**config.mk**
```make
export PLATFORM = sky130hd
export DESIGN_NAME = frame_slot_sequencer_flat
export DESIGN_NICKNAME = d
export VERILOG_FILES = /design/src/rtl/frame_slot_sequencer_if.sv /design/src/rtl/frame_slot_sequencer.sv /design/src/flat_wrapper.sv
export SDC_FILE = /design/constraint.sdc
export NUM_CORES = 1
export LEC_CHECK = 0
export ABC_AREA = 1
export BUFFER_PORTS_ARGS = -buffer_cell sky130_fd_sc_hd__buf_2
export CELL_PAD_IN_SITES_DETAIL_PLACEMENT = 1
export CELL_PAD_IN_SITES_GLOBAL_PLACEMENT = 2
export CORE_UTILIZATION = 28
export CTS_CLUSTER_SIZE = 14
export DETAILED_ROUTE_END_ITERATION = 6
export MAX_ROUTING_LAYER = met4
export PLACE_DENSITY = 0.72
export SETUP_SLACK_MARGIN = 0.3
export SLEW_MARGIN = 20
export SYNTH_ARGS = -nofsm -noshare
export SYNTH_HDL_FRONTEND = slang
export SYNTH_SLANG_ARGS = --single-unit
```
**constraint.sdc**
```tcl
create_clock -name i_clk -period 2.8 [get_ports i_clk]
set_input_delay 0.14 -clock i_clk [delete_from_list [all_inputs] [get_ports i_clk]]
set_output_delay 0.14 -clock i_clk [all_outputs]
set_load 0.02 [all_outputs]
```
**src/rtl/frame_slot_sequencer_if.sv**
```systemverilog
// frame_slot_sequencer_if
//   Slot-stream bundle between the frame slot sequencer and its surroundings.
//   i_* signals come from the payload FIFO / line and transmit-record FIFOs;
//   o_* signals are the registered slot stream and the payload pop request.
//   Modports:
//     master : sequencer side (consumes i_*, drives o_*)
//     slave  : environment side (drives i_*, consumes o_*)
interface frame_slot_sequencer_if #(
  parameter int COL_W       = 11,
  parameter int ROW_W       = 2,
  parameter int FRAME_CNT_W = 8
);
  logic                   i_pyld_data_valid;
  logic                   i_line_fifo_ready;
  logic                   i_tran_rec_fifo_ready;
  logic                   i_line_retrans_req;
  logic                   o_data_req;
  logic                   o_slot_valid;
  logic [1:0]             o_slot_type;
  logic [ROW_W-1:0]       o_row_cnt;
  logic [COL_W-1:0]       o_col_cnt;
  logic                   o_sof;
  logic                   o_eof;
  logic [FRAME_CNT_W-1:0] o_frame_cnt;

  modport master (
    input  i_pyld_data_valid, i_line_fifo_ready, i_tran_rec_fifo_ready, i_line_retrans_req,
    output o_data_req, o_slot_valid, o_slot_type, o_row_cnt, o_col_cnt, o_sof, o_eof, o_frame_cnt
  );

  modport slave (
    output i_pyld_data_valid, i_line_fifo_ready, i_tran_rec_fifo_ready, i_line_retrans_req,
    input  o_data_req, o_slot_valid, o_slot_type, o_row_cnt, o_col_cnt, o_sof, o_eof, o_frame_cnt
  );
endinterface

```
**src/rtl/frame_slot_sequencer.sv**
```systemverilog
// frame_slot_sequencer
//   Owns the frame row/column counters, classifies each slot as overhead,
//   payload, pad or fill, and issues the payload-FIFO pop request.
//   Ports:
//     i_clk  : clock
//     i_rst  : synchronous active-high reset
//     bus    : frame_slot_sequencer_if.master (FIFO handshakes in, slot stream out)
//   Every output is registered and describes the slot emitted one cycle earlier.
//   Slot type encoding: 0 = OH, 1 = PYLD, 2 = PAD, 3 = FILL.
//   Parameter constraints: OH_COLS >= 1, ROW_LEN - OH_COLS - PAD_COLS >= 1,
//   ROW_LEN <= 2**COL_W, NUM_ROWS <= 2**ROW_W.
module frame_slot_sequencer #(
  parameter int ROW_LEN     = 1041,
  parameter int NUM_ROWS    = 4,
  parameter int OH_COLS     = 16,
  parameter int PAD_COLS    = 1,
  parameter int COL_W       = 11,
  parameter int ROW_W       = 2,
  parameter int FRAME_CNT_W = 8,
  parameter int FILL_MODE   = 0
) (
  input logic                    i_clk,
  input logic                    i_rst,
  frame_slot_sequencer_if.master bus
);

  localparam logic [1:0] SLOT_OH   = 2'd0;
  localparam logic [1:0] SLOT_PYLD = 2'd1;
  localparam logic [1:0] SLOT_PAD  = 2'd2;
  localparam logic [1:0] SLOT_FILL = 2'd3;

  localparam logic [COL_W-1:0] OH_END    = COL_W'(OH_COLS);
  localparam logic [COL_W-1:0] PAD_START = COL_W'(ROW_LEN - PAD_COLS);
  localparam logic [COL_W-1:0] LAST_COL  = COL_W'(ROW_LEN - 1);
  localparam logic [ROW_W-1:0] LAST_ROW  = ROW_W'(NUM_ROWS - 1);
  localparam logic             FILL_EN   = (FILL_MODE != 0);

  // current slot position and completed-frame count
  logic [ROW_W-1:0]       r_row;
  logic [COL_W-1:0]       r_col;
  logic [FRAME_CNT_W-1:0] r_frame;

  // registered output stage
  logic                   r_data_req;
  logic                   r_slot_valid;
  logic [1:0]             r_slot_type;
  logic [ROW_W-1:0]       r_row_cnt;
  logic [COL_W-1:0]       r_col_cnt;
  logic                   r_sof;
  logic                   r_eof;
  logic [FRAME_CNT_W-1:0] r_frame_cnt;

  logic       c_is_oh;
  logic       c_is_pad;
  logic       c_is_pyld_col;
  logic       c_gate;
  logic       c_emit;
  logic       c_req;
  logic [1:0] c_type;
  logic       c_last_col;
  logic       c_last_row;
  logic       c_first_slot;

  always_comb begin
    c_is_oh       = (r_col < OH_END);
    c_is_pad      = (r_col >= PAD_START);
    c_is_pyld_col = !c_is_oh && !c_is_pad;
    // retransmission masks everything, including overhead/pad slots
    c_gate        = bus.i_line_fifo_ready && bus.i_tran_rec_fifo_ready && !bus.i_line_retrans_req;
    // a payload column without data only goes out when fill insertion is enabled
    c_emit        = c_gate && (!c_is_pyld_col || bus.i_pyld_data_valid || FILL_EN);
    c_req         = c_emit && c_is_pyld_col && bus.i_pyld_data_valid;
    c_last_col    = (r_col == LAST_COL);
    c_last_row    = (r_row == LAST_ROW);
    c_first_slot  = (r_row == '0) && (r_col == '0);

    c_type = SLOT_OH;
    if (c_is_pad) begin
      c_type = SLOT_PAD;
    end else if (c_is_pyld_col) begin
      c_type = bus.i_pyld_data_valid ? SLOT_PYLD : SLOT_FILL;
    end
  end

  always_ff @(posedge i_clk) begin
    if (i_rst) begin
      r_row   <= '0;
      r_col   <= '0;
      r_frame <= '0;
    end else if (c_emit) begin
      if (c_last_col) begin
        r_col <= '0;
        if (c_last_row) begin
          r_row   <= '0;
          r_frame <= r_frame + 1'b1;
        end else begin
          r_row <= r_row + 1'b1;
        end
      end else begin
        r_col <= r_col + 1'b1;
      end
    end
  end

  always_ff @(posedge i_clk) begin
    if (i_rst) begin
      r_data_req   <= 1'b0;
      r_slot_valid <= 1'b0;
      r_slot_type  <= SLOT_OH;
      r_row_cnt    <= '0;
      r_col_cnt    <= '0;
      r_sof        <= 1'b0;
      r_eof        <= 1'b0;
      r_frame_cnt  <= '0;
    end else begin
      r_data_req   <= c_req;
      r_slot_valid <= c_emit;
      // SOF/EOF are qualified pulses; type/row/col hold across idle cycles
      r_sof        <= c_emit && c_first_slot;
      r_eof        <= c_emit && c_first_slot == 1'b0 && c_last_col && c_last_row;
      // sampled from r_frame, so the increment shows up one cycle after EOF
      r_frame_cnt  <= r_frame;
      if (c_emit) begin
        r_slot_type <= c_type;
        r_row_cnt   <= r_row;
        r_col_cnt   <= r_col;
      end
    end
  end

  assign bus.o_data_req   = r_data_req;
  assign bus.o_slot_valid = r_slot_valid;
  assign bus.o_slot_type  = r_slot_type;
  assign bus.o_row_cnt    = r_row_cnt;
  assign bus.o_col_cnt    = r_col_cnt;
  assign bus.o_sof        = r_sof;
  assign bus.o_eof        = r_eof;
  assign bus.o_frame_cnt  = r_frame_cnt;

endmodule
```
**src/flat_wrapper.sv**
```systemverilog
// flat-port wrapper written by rule: the top's interface ports become plain ports
module frame_slot_sequencer_flat 
#(
  parameter int ROW_LEN     = 1041,
  parameter int NUM_ROWS    = 4,
  parameter int OH_COLS     = 16,
  parameter int PAD_COLS    = 1,
  parameter int COL_W       = 11,
  parameter int ROW_W       = 2,
  parameter int FRAME_CNT_W = 8,
  parameter int FILL_MODE   = 0
)
  (i_clk, i_rst, bus_i_pyld_data_valid, bus_i_line_fifo_ready, bus_i_tran_rec_fifo_ready, bus_i_line_retrans_req, bus_o_data_req, bus_o_slot_valid, bus_o_slot_type, bus_o_row_cnt, bus_o_col_cnt, bus_o_sof, bus_o_eof, bus_o_frame_cnt);
  frame_slot_sequencer_if #(.COL_W(COL_W), .ROW_W(ROW_W), .FRAME_CNT_W(FRAME_CNT_W)) bus_i ();
  input logic i_clk;
  input logic i_rst;
  input wire logic [$bits(bus_i.i_pyld_data_valid)-1:0] bus_i_pyld_data_valid;
  input wire logic [$bits(bus_i.i_line_fifo_ready)-1:0] bus_i_line_fifo_ready;
  input wire logic [$bits(bus_i.i_tran_rec_fifo_ready)-1:0] bus_i_tran_rec_fifo_ready;
  input wire logic [$bits(bus_i.i_line_retrans_req)-1:0] bus_i_line_retrans_req;
  output wire logic [$bits(bus_i.o_data_req)-1:0] bus_o_data_req;
  output wire logic [$bits(bus_i.o_slot_valid)-1:0] bus_o_slot_valid;
  output wire logic [$bits(bus_i.o_slot_type)-1:0] bus_o_slot_type;
  output wire logic [$bits(bus_i.o_row_cnt)-1:0] bus_o_row_cnt;
  output wire logic [$bits(bus_i.o_col_cnt)-1:0] bus_o_col_cnt;
  output wire logic [$bits(bus_i.o_sof)-1:0] bus_o_sof;
  output wire logic [$bits(bus_i.o_eof)-1:0] bus_o_eof;
  output wire logic [$bits(bus_i.o_frame_cnt)-1:0] bus_o_frame_cnt;
  assign bus_i.i_pyld_data_valid = bus_i_pyld_data_valid;
  assign bus_i.i_line_fifo_ready = bus_i_line_fifo_ready;
  assign bus_i.i_tran_rec_fifo_ready = bus_i_tran_rec_fifo_ready;
  assign bus_i.i_line_retrans_req = bus_i_line_retrans_req;
  assign bus_o_data_req = bus_i.o_data_req;
  assign bus_o_slot_valid = bus_i.o_slot_valid;
  assign bus_o_slot_type = bus_i.o_slot_type;
  assign bus_o_row_cnt = bus_i.o_row_cnt;
  assign bus_o_col_cnt = bus_i.o_col_cnt;
  assign bus_o_sof = bus_i.o_sof;
  assign bus_o_eof = bus_i.o_eof;
  assign bus_o_frame_cnt = bus_i.o_frame_cnt;
  frame_slot_sequencer #(.ROW_LEN(ROW_LEN), .NUM_ROWS(NUM_ROWS), .OH_COLS(OH_COLS), .PAD_COLS(PAD_COLS), .COL_W(COL_W), .ROW_W(ROW_W), .FRAME_CNT_W(FRAME_CNT_W), .FILL_MODE(FILL_MODE)) u_core (.i_clk(i_clk), .i_rst(i_rst), .bus(bus_i));
endmodule
```
==> reports/results.ini <==
[status]
status=complete, no violations

[sta]
drv_slew=0
post-route-min-period_ns=1.95
max_freq_mhz=513
setup_viol=0
tightestPinTransition_ns=0.565
rsz0062_at_grt=no
hold_viol=0
period_share=0.696
setup-tns-final_ns=0
skew_ns=0.00995
relSlewSlack=0.623

[clocking]
cts.reportedPaths.clkPinSlew_ns=0.09
cts-buffers-inserted=5
ctsResizeCount=0
cts_setup_buffers=0
cts_root_buf=clkbuf_8
cts-hold-fix-buffers=0
cts_tree=built
cts_sinks=48
cts_max_path_buffers=2
htree_num_levels=2
clk_latency_ns=0.30

[die]
rows=31
io_pins=33
core_sq_um=7410
start_util=0.295
die_x_um=90.3
dieArea_sq_um=8150
chipHeight_um=90.3

[global_routing]
antenna_found_initial=0
grt_pass1_vias=1962
grt_first_pass_wirelength_um=9880
grt_use_total=0.156
overflow=0
grt_max_degree=38

[critical_path]
cp_cell_sequence=inv_1 -> nand2_1 -> nor2_1 -> nand2_2 -> nand3_4 -> nand2_4 -> inv_4 -> nand2_1 -> nand3_1 -> nor2_1
start_kind=flip-flop
slowest_stage=dfxtp_1
cpLargestDelayFamily=simple AND/OR/NAND/NOR gates
required_ns=3.00
path_buf_inv=2
critPathKind=flip-flop to flip-flop
max_stage_delay_ns=0.35
critPathArrivalTime_ns=2.15
cp_max_fo=37
endpoint_kind=flip-flop

[place]
dpl-instance-area_sq_um=2390
placed_cells=411
portBuffers=32
dp_hpwl_um=4070
place.gp.congestion=0.796

[synthesis]
ys.flop_type=dfxtp_1
synth-async-reset-ratio=0
yosysTopAreaCell=dfxtp_1
synth_seq_cells=48
netlist_instances=290
postSynthAreaPerCell_sq_um=7.53
synth_top_area_share=0.440
ys_warn_count=0
syn-num-nets=301
synth_area_leaders=dfxtp_1 (44%), nand2_1 (8.6%), nor2_1 (7.4%)
synth-seq-area-share=0.440
yosys-top-cells-count=nand2_1 (50), dfxtp_1 (48), nor2_1 (43)
synth_edf_count=0
yosysMostFrequentCell=nand2_1
yosysUniqueCellTypes=27
syn_area_sq_um=2180

[final_layout]
layoutNonFillerInstCount=419
diodes=0
synthToLayoutAreaGrowth_pct=15.0
drive_gt1_frac=0.194
fin_nets=330
final_core_util=0.339
final_cell_area_sq_um=2510

[routing]
wl_per_cell_um=13.6
drt_iter0_drc=78
drc_errors=0
vias=1920
routed_via_density=4.58
dr.pass1.iters=4
drt_wl_total_um=5690
antenna_left=0

[run]
drv_cap=0

[pwr]
p_per_area_nw_per_um2=517
power.leakage_nw=1.01
vdd_ir_drop_max_mv=0.224
power_w=0.00130

[hold_path]
min_path_type=primary input to flip-flop

metal layers:
layer / global-route usage / routed length, um
met4: 0.0511 / 70
met5: - / 0
met2: 0.233 / 2370
met1: 0.208 / 3040
met3: 0.0362 / 216
flip-flops by register name (all words and copies together), names as in the netlist, 2 cells and up:
register	flops
u_core.bus.o_frame_cnt	8
u_core.r_frame	8
u_core.bus.o_col_cnt	11
u_core.r_col	11
u_core.r_row	2
u_core.bus.o_slot_type	2
u_core.bus.o_row_cnt	2
worst register-to-register path, delay by kind of cell (launching register included):
family	cells	cell delay (ns)
AND/OR/NAND/NOR	8	0.99
buffers and inverters	2	0.51
flip-flops	1	0.35
layout make-up:
type,count,area (sq um)
well taps,99,124
repair buffers,33,168
multi-input cells,200,1020
fillers,932,4900
clock buffers,6,82.6
flip-flops and latches,48,961
clock inverters,2,38.8
inverters,31,119
cells in the final DEF, fill, tap and decap left out:
| cell | n |
|---|---|
| a21oi_1 | 22 |
| a21oi_2 | 6 |
| and3_1 | 1 |
| buf_2 | 32 |
| buf_4 | 1 |
| bufinv_16 | 1 |
| clkbuf_8 | 6 |
| clkinv_4 | 1 |
| dfxtp_1 | 48 |
| ha_1 | 5 |
| inv_1 | 28 |
| inv_2 | 2 |
| inv_4 | 1 |
| nand2_1 | 50 |
| nand2_2 | 6 |
| nand2_4 | 1 |
| nand3_1 | 20 |
| nand3_4 | 1 |
| nand3b_1 | 2 |
| nand4_1 | 7 |
| nor2_1 | 43 |
| nor2_2 | 3 |
| nor3_1 | 8 |
| nor3_2 | 1 |
| o21ai_0 | 18 |
| xor2_1 | 6 |
power by group:
part	switching [W]	total, W	internal (W)
Sequential	0.00000622	0.000699	0.000692
Clock	0.000239	0.000531	0.000292
Combinational	0.0000491	0.0000682	0.0000191
cells by family (layout without fill, tap and decap cells):
family                     Yosys count  after routing  share of synthesized area
DFF                                 48             48                      0.440
xor gates and xnor gates             6              6                     0.0241
adders and majority gates            5              5                     0.0287
buffers and inverters               42             72                     0.0940
AOI/OAI and AO/OA                   46             46                      0.116
and+or+nand+nor                    143            143                      0.297
through the flow:
stage | hold WS (ns) | setup WS [ns]
6_report | 0.336 | 0.851
2_1_floorplan | 0.378 | 1.39
4_1_cts | 0.331 | 0.830
3_5_place_dp | 0.458 | 0.843
3_3_place_gp | 0.454 | 0.838
5_1_grt | 0.338 | 0.612
worst paths after layout:
kind                                             start                              endpoint  slack (ns)  depth (start not counted)
setup / recovery          u_core.r_col[7]$_SDFFE_PP0N_          u_core.r_col[7]$_SDFFE_PP0N_        0.85                         10
hold / removal                                   i_rst      u_core.bus.o_data_req$_SDFF_PP0_        0.34                          3
setup reg to reg          u_core.r_col[7]$_SDFFE_PP0N_          u_core.r_col[7]$_SDFFE_PP0N_        0.85                         10
hold reg to reg   u_core.bus.o_col_cnt[3]$_SDFFE_PP0N_  u_core.bus.o_col_cnt[3]$_SDFFE_PP0N_        0.47                          2
Note: power is estimated with default switching activity, not from simulation.
